**config.mk**
```make
export PLATFORM = sky130hd
export DESIGN_NAME = lift_car_drive
export DESIGN_NICKNAME = d
export VERILOG_FILES = /design/src/rtl/lift_car_drive.sv
export SDC_FILE = /design/constraint.sdc
export NUM_CORES = 1
export LEC_CHECK = 0
export ABC_AREA = 1
export CORE_MARGIN = 2
export CORE_UTILIZATION = 48
export DETAILED_ROUTE_END_ITERATION = 16
export PLACE_DENSITY = 0.76
export SYNTH_ARGS = -nofsm -noshare
export SYNTH_HDL_FRONTEND = slang
export SYNTH_SLANG_ARGS = --single-unit
```
**constraint.sdc**
```tcl
create_clock -name clk -period 4.9 [get_ports clk]
set_input_delay 0.49 -clock clk [delete_from_list [all_inputs] [get_ports clk]]
set_output_delay 0.49 -clock clk [all_outputs]
set_load 0.02 [all_outputs]
```
**src/rtl/lift_car_drive.sv**
```systemverilog
// rtl/lift_car_drive.sv - lift car floor/door sequencer; optional DOOR_REOPEN_EN enables obstruction reopen
module lift_car_drive #(
    parameter int N_FLOORS      = 8,
    parameter int TRAVEL_CYCLES = 16,
    parameter int DOOR_CYCLES   = 8
) (
    input  logic                        clk,
    input  logic                        reset,
    input  logic                        i_direction,
    input  logic                        i_motion,
    input  logic                        i_has_rqst_at_stopped_flr,
    input  logic                        i_door_obstruct,
    output logic [N_FLOORS-1:0]         o_flr_pos,
    output logic [$clog2(N_FLOORS)-1:0] o_flr_idx,
    output logic                        o_door_open,
    output logic                        o_door_closing,
    output logic                        o_moving,
    output logic                        o_limit_err
);

    localparam int IW      = $clog2(N_FLOORS);
    localparam int MAX_CYC = (TRAVEL_CYCLES > DOOR_CYCLES) ? TRAVEL_CYCLES : DOOR_CYCLES;
    localparam int TW      = $clog2(MAX_CYC + 1);

    localparam logic [TW-1:0]       TRAVEL_LAST = TW'(TRAVEL_CYCLES - 1);
    localparam logic [TW-1:0]       DOOR_LAST   = TW'(DOOR_CYCLES - 1);
    localparam logic [IW-1:0]       TOP_IDX     = IW'(N_FLOORS - 1);
    localparam logic [N_FLOORS-1:0] POS_FLOOR0  = N_FLOORS'(1);

    typedef enum logic [1:0] {
        ST_STOPPED    = 2'd0,
        ST_TRAVEL     = 2'd1,
        ST_DOOR_OPEN  = 2'd2,
        ST_DOOR_CLOSE = 2'd3
    } state_t;

    state_t              state;
    state_t              state_next;
    logic [TW-1:0]       timer;
    logic [TW-1:0]       timer_next;
    logic [IW-1:0]       idx;
    logic [IW-1:0]       idx_next;
    logic                dir;
    logic                dir_next;
    logic                move_legal;
    logic                reopen_req;
    logic                limit_err_next;
    logic [N_FLOORS-1:0] flr_pos_next;
    logic                door_open_next;
    logic                door_closing_next;
    logic                moving_next;

`ifdef DOOR_REOPEN_EN
    assign reopen_req = i_door_obstruct;
`else
    // Obstruction sensor is wired but inert in this build.
    assign reopen_req = 1'b0 & i_door_obstruct;
`endif

    // A move off either end of the shaft is refused, which keeps idx in range.
    assign move_legal = i_direction ? (idx != '0) : (idx != TOP_IDX);

    always_ff @(posedge clk) begin
        if (reset) begin
            state          <= ST_STOPPED;
            timer          <= '0;
            idx            <= '0;
            dir            <= 1'b0;
            o_flr_pos      <= POS_FLOOR0;
            o_door_open    <= 1'b0;
            o_door_closing <= 1'b0;
            o_moving       <= 1'b0;
            o_limit_err    <= 1'b0;
        end else begin
            state          <= state_next;
            timer          <= timer_next;
            idx            <= idx_next;
            dir            <= dir_next;
            o_flr_pos      <= flr_pos_next;
            o_door_open    <= door_open_next;
            o_door_closing <= door_closing_next;
            o_moving       <= moving_next;
            o_limit_err    <= limit_err_next;
        end
    end

    always_comb begin
        state_next     = state;
        timer_next     = timer + TW'(1);
        idx_next       = idx;
        dir_next       = dir;
        limit_err_next = 1'b0;
        case (state)
            ST_STOPPED: begin
                timer_next = '0;
                if (i_motion) begin
                    if (move_legal) begin
                        state_next = ST_TRAVEL;
                        dir_next   = i_direction;
                    end else begin
                        limit_err_next = 1'b1;
                    end
                end else if (i_has_rqst_at_stopped_flr) begin
                    state_next = ST_DOOR_OPEN;
                end
            end
            ST_TRAVEL: begin
                if (timer == TRAVEL_LAST) begin
                    state_next = ST_STOPPED;
                    timer_next = '0;
                    idx_next   = dir ? (idx - IW'(1)) : (idx + IW'(1));
                end
            end
            ST_DOOR_OPEN: begin
                if (timer == DOOR_LAST) begin
                    state_next = ST_DOOR_CLOSE;
                    timer_next = '0;
                end
            end
            ST_DOOR_CLOSE: begin
                // An obstruction restarts the full open phase, even on the last closing cycle.
                if (reopen_req) begin
                    state_next = ST_DOOR_OPEN;
                    timer_next = '0;
                end else if (timer == DOOR_LAST) begin
                    state_next = ST_STOPPED;
                    timer_next = '0;
                end
            end
            default: begin
                state_next = ST_STOPPED;
                timer_next = '0;
            end
        endcase
    end

    always_comb begin
        flr_pos_next      = '0;
        door_open_next    = 1'b0;
        door_closing_next = 1'b0;
        moving_next       = 1'b0;
        if (state_next != ST_TRAVEL) begin
            flr_pos_next = POS_FLOOR0 << idx_next;
        end
        case (state_next)
            ST_TRAVEL:     moving_next       = 1'b1;
            ST_DOOR_OPEN:  door_open_next    = 1'b1;
            ST_DOOR_CLOSE: door_closing_next = 1'b1;
            default:       ;
        endcase
    end

    assign o_flr_idx = idx;

endmodule
```
# After elaboration in Yosys (flattened, before gate mapping)
# Index checks and enable logic that the tools add are counted.
# word_totals
register_bits,23
inputBits,6
output_inout_bits,15
elab_cells,52
# classes
addsub,3
eq_ne,10
n_shift,1
mux,19
n_bitwise,3
reduce_logical,6
# ops
op,count
$pmux 5 s3,1
$mux 2,6
$mux 5,2
$mux 3,3
$eq 2x2->1 const B,4
$pmux 2 s4,1
$shl 1x3->8 const A,1
$mux 1,6
$add 5x1->5 const B,1
$eq 5x3->1 const B,1
$eq 5x4->1 const B,1
$eq 2x1->1 const B,2
$reduce_or 2->1,2
$add 3x1->3 const B,1
$ne 3x3->1 const B,1
$not 1->1,3
$reduce_and 3->1,1
$reduce_bool 3->1,1
$reduce_or 3->1,1
$sub 3x1->3 const B,1
$logic_not 2->1,1
$ne 2x1->1 const B,1

# Longest topological paths before layout
# depth
ltp_word,8
depth_mapped,15
mapped_depth_nobuf,15

# Worst setup path before layout
# No wires, ideal clock.
# synth_path
kind,reg-to-reg
from,"register idx[0], in the netlist o_flr_idx[0]"
to,register o_flr_pos[4]
setup_ps,64
arrival_ps,1584
required_ps,4836
path_slack_ps,3252
path_stages_with_launch,12
n_path_buf,0
synth_period_minus_slack_ps,1648
path_cell_list,dfxtp_1 inv_1 fa_1 inv_1 nand2_1 nand2_1 nand2_1 nand2_2 nand2_2 nor2_4 nand2_2 nor2_1
# synth_via
elab_chain_len,8
word_cells_on_any_way,15
classes_between,add/sub (2); eq/ne (2); shift (1); mux (7); bitwise (1); reduce/logical (2)
# synth_lines
item,line,text
start: declaration,41,logic [IW-1:0] idx;
start signal: assignment,77,idx <= idx_next;
$ne 3x3->1 / $reduce_bool 3->1 (equally long branches),61,assign move_legal = i_direction ? (idx != '0) : (idx != TOP_IDX);
$mux 1,61,
$mux 2,97,if (move_legal) begin
$mux 2,96,if (i_motion) begin
$pmux 2 s4,93,case (state)
$ne 2x1->1,142,if (state_next != ST_TRAVEL) begin
$not 1->1 (no line),-,
$reduce_or 2->1 (no line),-,
end signal: assignment,79,o_flr_pos <= flr_pos_next;
end: declaration,13,"output logic [N_FLOORS-1:0] o_flr_pos,"
# Parallel ways exist; a longest one is shown, timed or not.
# A chain may end at the register's enable or synchronous reset.

# Worst setup path in the final report
# layout_path
from,register timer[0]
to,register o_flr_pos[2]
# layout_via
elab_chain_len,6
word_cells_on_any_way,12
classes_between,eq/ne (3); shift (1); mux (6); bitwise (1); reduce/logical (1)
# layout_lines
item,line,text
start: declaration,39,logic [TW-1:0] timer;
start signal: assignment,76,timer <= timer_next;
$eq 5x3->1 / $eq 5x4->1 (equally long branches),"115, 125, 108",
$mux 2 (on tied branches),"125, 108, 115",
$pmux 2 s4,93,
$ne 2x1->1,142,
$not 1->1 (no line),-,
$reduce_or 2->1 (no line),-,
# Parallel ways exist; a longest one is shown, timed or not.

==> flow_metrics.py <==
metrics = {
    "placed_design": {
        "dpl.hpwl_microns": 1450,
        "dp_slack_ps": 3000,
        "port_buffers": 19,
        "place_congestion": 0.788,
        "placed_cell_area_sq_um": 1210,
        "place_inst": 180,
    },
    "synthesis": {
        "ys_warn_count": 0,
        "synth_top_family_by_area": "simple AND/OR/NAND/NOR gates",
        "syn_avg_cell_area_sq_um": 7.42,
        "synth_top_area_share": 0.459,
        "ys_seq_area_frac": 0.459,
        "synth_seq_cells": 23,
        "synth_compound_area_frac": 0.0424,
        "syn_inst": 135,
        "synthTopCellsByArea": "dfxtp_1 46%, nand2_1 14%, inv_1 7.9%",
        "synth_area_leader_cell": "dfxtp_1",
        "synth.cell_area_sq_um": 1000,
        "yosysUniqueCellTypes": 17,
        "syn_nets": 145,
        "yosys-mux-area-fraction": 0,
        "synth_xor_area_frac": 0.00874,
        "yosys.area_share.simple": 0.330,
        "synthAdderAreaFrac": 0.0574,
    },
    "hold_path": {
        "min_path_cells": 1,
        "hold_end": "timer[0]$_SDFF_PP0_",
        "hold_start": "timer[0]$_SDFF_PP0_",
        "hp-class": "flop to flop",
    },
    "route": {
        "wl_met3_microns": 60,
        "drt-met1-wl_microns": 840,
        "vias_per_cell": 4.58,
        "dr_wl_met2_microns": 886,
        "drt_iter0_drc": 11,
        "final_antenna_net_count": 0,
        "vias": 843,
        "drt_first_pass_iters": 4,
        "route.detailed.drc": 0,
        "top_layer": "met4",
        "finalWirelength_microns": 1800,
        "avgRoutedWirePerCell_microns": 9.79,
    },
    "global_route": {
        "antenna_found_initial": 0,
        "grt_pass1_vias": 799,
        "grt_first_pass_wirelength_microns": 3200,
        "grt-ovfl-total": 0,
        "grt_max_degree": 14,
        "grt_usage": 0.168,
    },
    "timing": {
        "setup_ws_ps": 3030,
        "setup-tns-final_ps": 0,
        "finalHoldViolations": 0,
        "layout_min_cycle_time_ps": 1870,
        "drv_slew": 0,
        "fin_skew_ps": 1.55,
        "fin_crit_sh": 0.381,
        "slew_headroom": 0.761,
        "setup_viol": 0,
        "fmax_mhz": 535,
        "rsz0062_at_grt": "false",
        "hold_slack_ps": 452,
        "tightest_slew_ps": 357,
    },
    "power": {
        "leakagePower_nw": 0.578,
        "power_density_nw_per_um2": 274,
        "irDropWorstVdd_mv": 0.156,
        "fin_total_pwr_mw": 0.338,
    },
    "setup_path": {
        "critPathMaxFanout": 4,
        "r2r_cells": 12,
        "r2r-end": "o_flr_pos[2]$_SDFF_PP0_",
        "cp_cell_sequence": "ha_1 > nand2_1 > inv_1 > nand2_1 > inv_1 > ha_1 > o21ai_0 > nand2_1 > nand2_1 > nand3_1 > nand2_1 > nor2_1",
        "arrival_ps": 2080,
        "critical_path_required_ps": 5110,
        "end_kind": "flop",
        "reg2reg_from": "timer[0]$_SDFF_PP0_",
        "cpPeakStageDelay_ps": 340,
        "slowest_stage": "dfxtp_1",
        "path_common_cell": "nand2_1",
        "worst_setup_path_start_kind": "flop",
        "critical_path_class": "flop to flop",
        "r2r_slack_ps": 3030,
    },
    "cells_and_area": {
        "num_antenna_cells": 0,
        "layout.nets": 168,
        "final_cells": 184,
        "synthToLayoutAreaGrowth_pct": 23.1,
        "drive_above_1_share": 0.0955,
        "final_cell_area_sq_um": 1230,
        "fin_util": 0.629,
    },
    "run_status": {
        "status": "finished clean",
    },
    "floorplanning": {
        "die_w_microns": 49.7,
        "row_count": 16,
        "start_util": 0.511,
        "ioPinCount": 21,
        "die_h_microns": 49.7,
        "fp.dieArea_sq_um": 2470,
        "core-area_sq_um": 1960,
    },
    "run": {
        "maxCapViolations": 0,
    },
    "clocking": {
        "clock-root-buffer": "clkbuf_4",
        "clockBufferDepth": 2,
        "clock_sinks": 23,
        "htree_levels": 1,
        "cts_buffers": 3,
        "clk_latency_ps": 300,
        "cts_tree": "built",
        "clk_pin_slew_ps": 120,
        "hold_buffers": 0,
        "cts_setup_buffers": 0,
        "cts_resized": 0,
    },
}
[power by group]
| part | switching [mW] | internal, mW | total (mW) | leakage [nW] |
|---|---|---|---|---|
| clock network | 0.0535 | 0.0304 | 0.0839 | 0.0177 |
| registers | 0.00610 | 0.195 | 0.201 | 0.187 |
| logic | 0.0323 | 0.0207 | 0.0530 | 0.374 |
| total | 0.0919 | 0.246 | 0.338 | 0.578 |
[logic make-up after synthesis]
family                     count (synthesis)
and+or+nand+nor                           76
buffers and inverters                     23
adders and majority gates                  4
xor gates and xnor gates                   1
AOI/OAI and AO/OA                          8
DFF                                       23
[cells in the final DEF (no fill, tap or decap), drive strengths merged]
master | Yosys | final
ha | 3 | 3
fa | 1 | 1
nor4 | 1 | 1
a21oi | 5 | 5
clkbuf | 0 | 3
nor2 | 23 | 23
inv | 22 | 22
xor2 | 1 | 1
o31ai | 1 | 1
o21ai | 2 | 2
nand2 | 45 | 45
dfxtp | 23 | 23
or2 | 1 | 1
clkdlybuf4s50 | 0 | 19
nand3 | 6 | 6
clkinv | 0 | 1
[per-layer routing]
metal | GRT usage | vias to the layer above
met2 | 0.276 | 15
met1 | 0.207 | 380
met5 | 0 | -
li1 | - | 446
met3 | 0.0364 | 2
met4 | 0.0833 | 0
[cells in the mapped netlist]
cell type / count
dfxtp_1: 23
ha_1: 3
inv_2: 1
o21ai_0: 2
xor2_1: 1
fa_1: 1
o31ai_1: 1
buf_12: 1
nand2_1: 38
nand3_1: 6
nand2_2: 7
nor4_1: 1
nor2_4: 2
or2_2: 1
inv_1: 21
a21oi_1: 5
nor2_1: 21
[flip-flops by register name (all words and copies together), names as in the netlist]
signal	count
o_door_open	1
o_flr_idx	3
dir	1
o_limit_err	1
timer	5
o_flr_pos	8
state	2
o_moving	1
o_door_closing	1
[worst max-delay path, delay by kind of cell (launching register included)]
family / cells / cell delay, ps
compound gates: 1 / 180
fa+ha+maj: 2 / 440
buf+inv: 2 / 100
flops: 1 / 340
simple gates: 7 / 700
[how the worst max path moves through the flow]
stage | startpoint | end | slack, ps
2_1_floorplan | o_flr_idx[0]$_SDFF_PP0_ | o_flr_pos[4]$_SDFF_PP0_ | 3250
5_1_grt | timer[0]$_SDFF_PP0_ | o_flr_pos[2]$_SDFF_PP0_ | 2810
3_3_place_gp | i_direction | o_flr_pos[2]$_SDFF_PP0_ | 3040
3_5_place_dp | i_direction | o_flr_pos[2]$_SDFF_PP0_ | 3000
4_1_cts | timer[0]$_SDFF_PP0_ | o_flr_pos[5]$_SDFF_PP0_ | 3030
6_report | timer[0]$_SDFF_PP0_ | o_flr_pos[2]$_SDFF_PP0_ | 3030
[layout make-up]
type,instances,area (sq um)
fillers,200,728
flip-flops and latches,23,460
multi-input cells,89,439
repair buffers,19,190
inverters,22,82.6
well taps,27,33.8
clock buffers,3,22.5
clock inverters,1,5.00
Note: power is estimated with default switching activity, not from simulation.
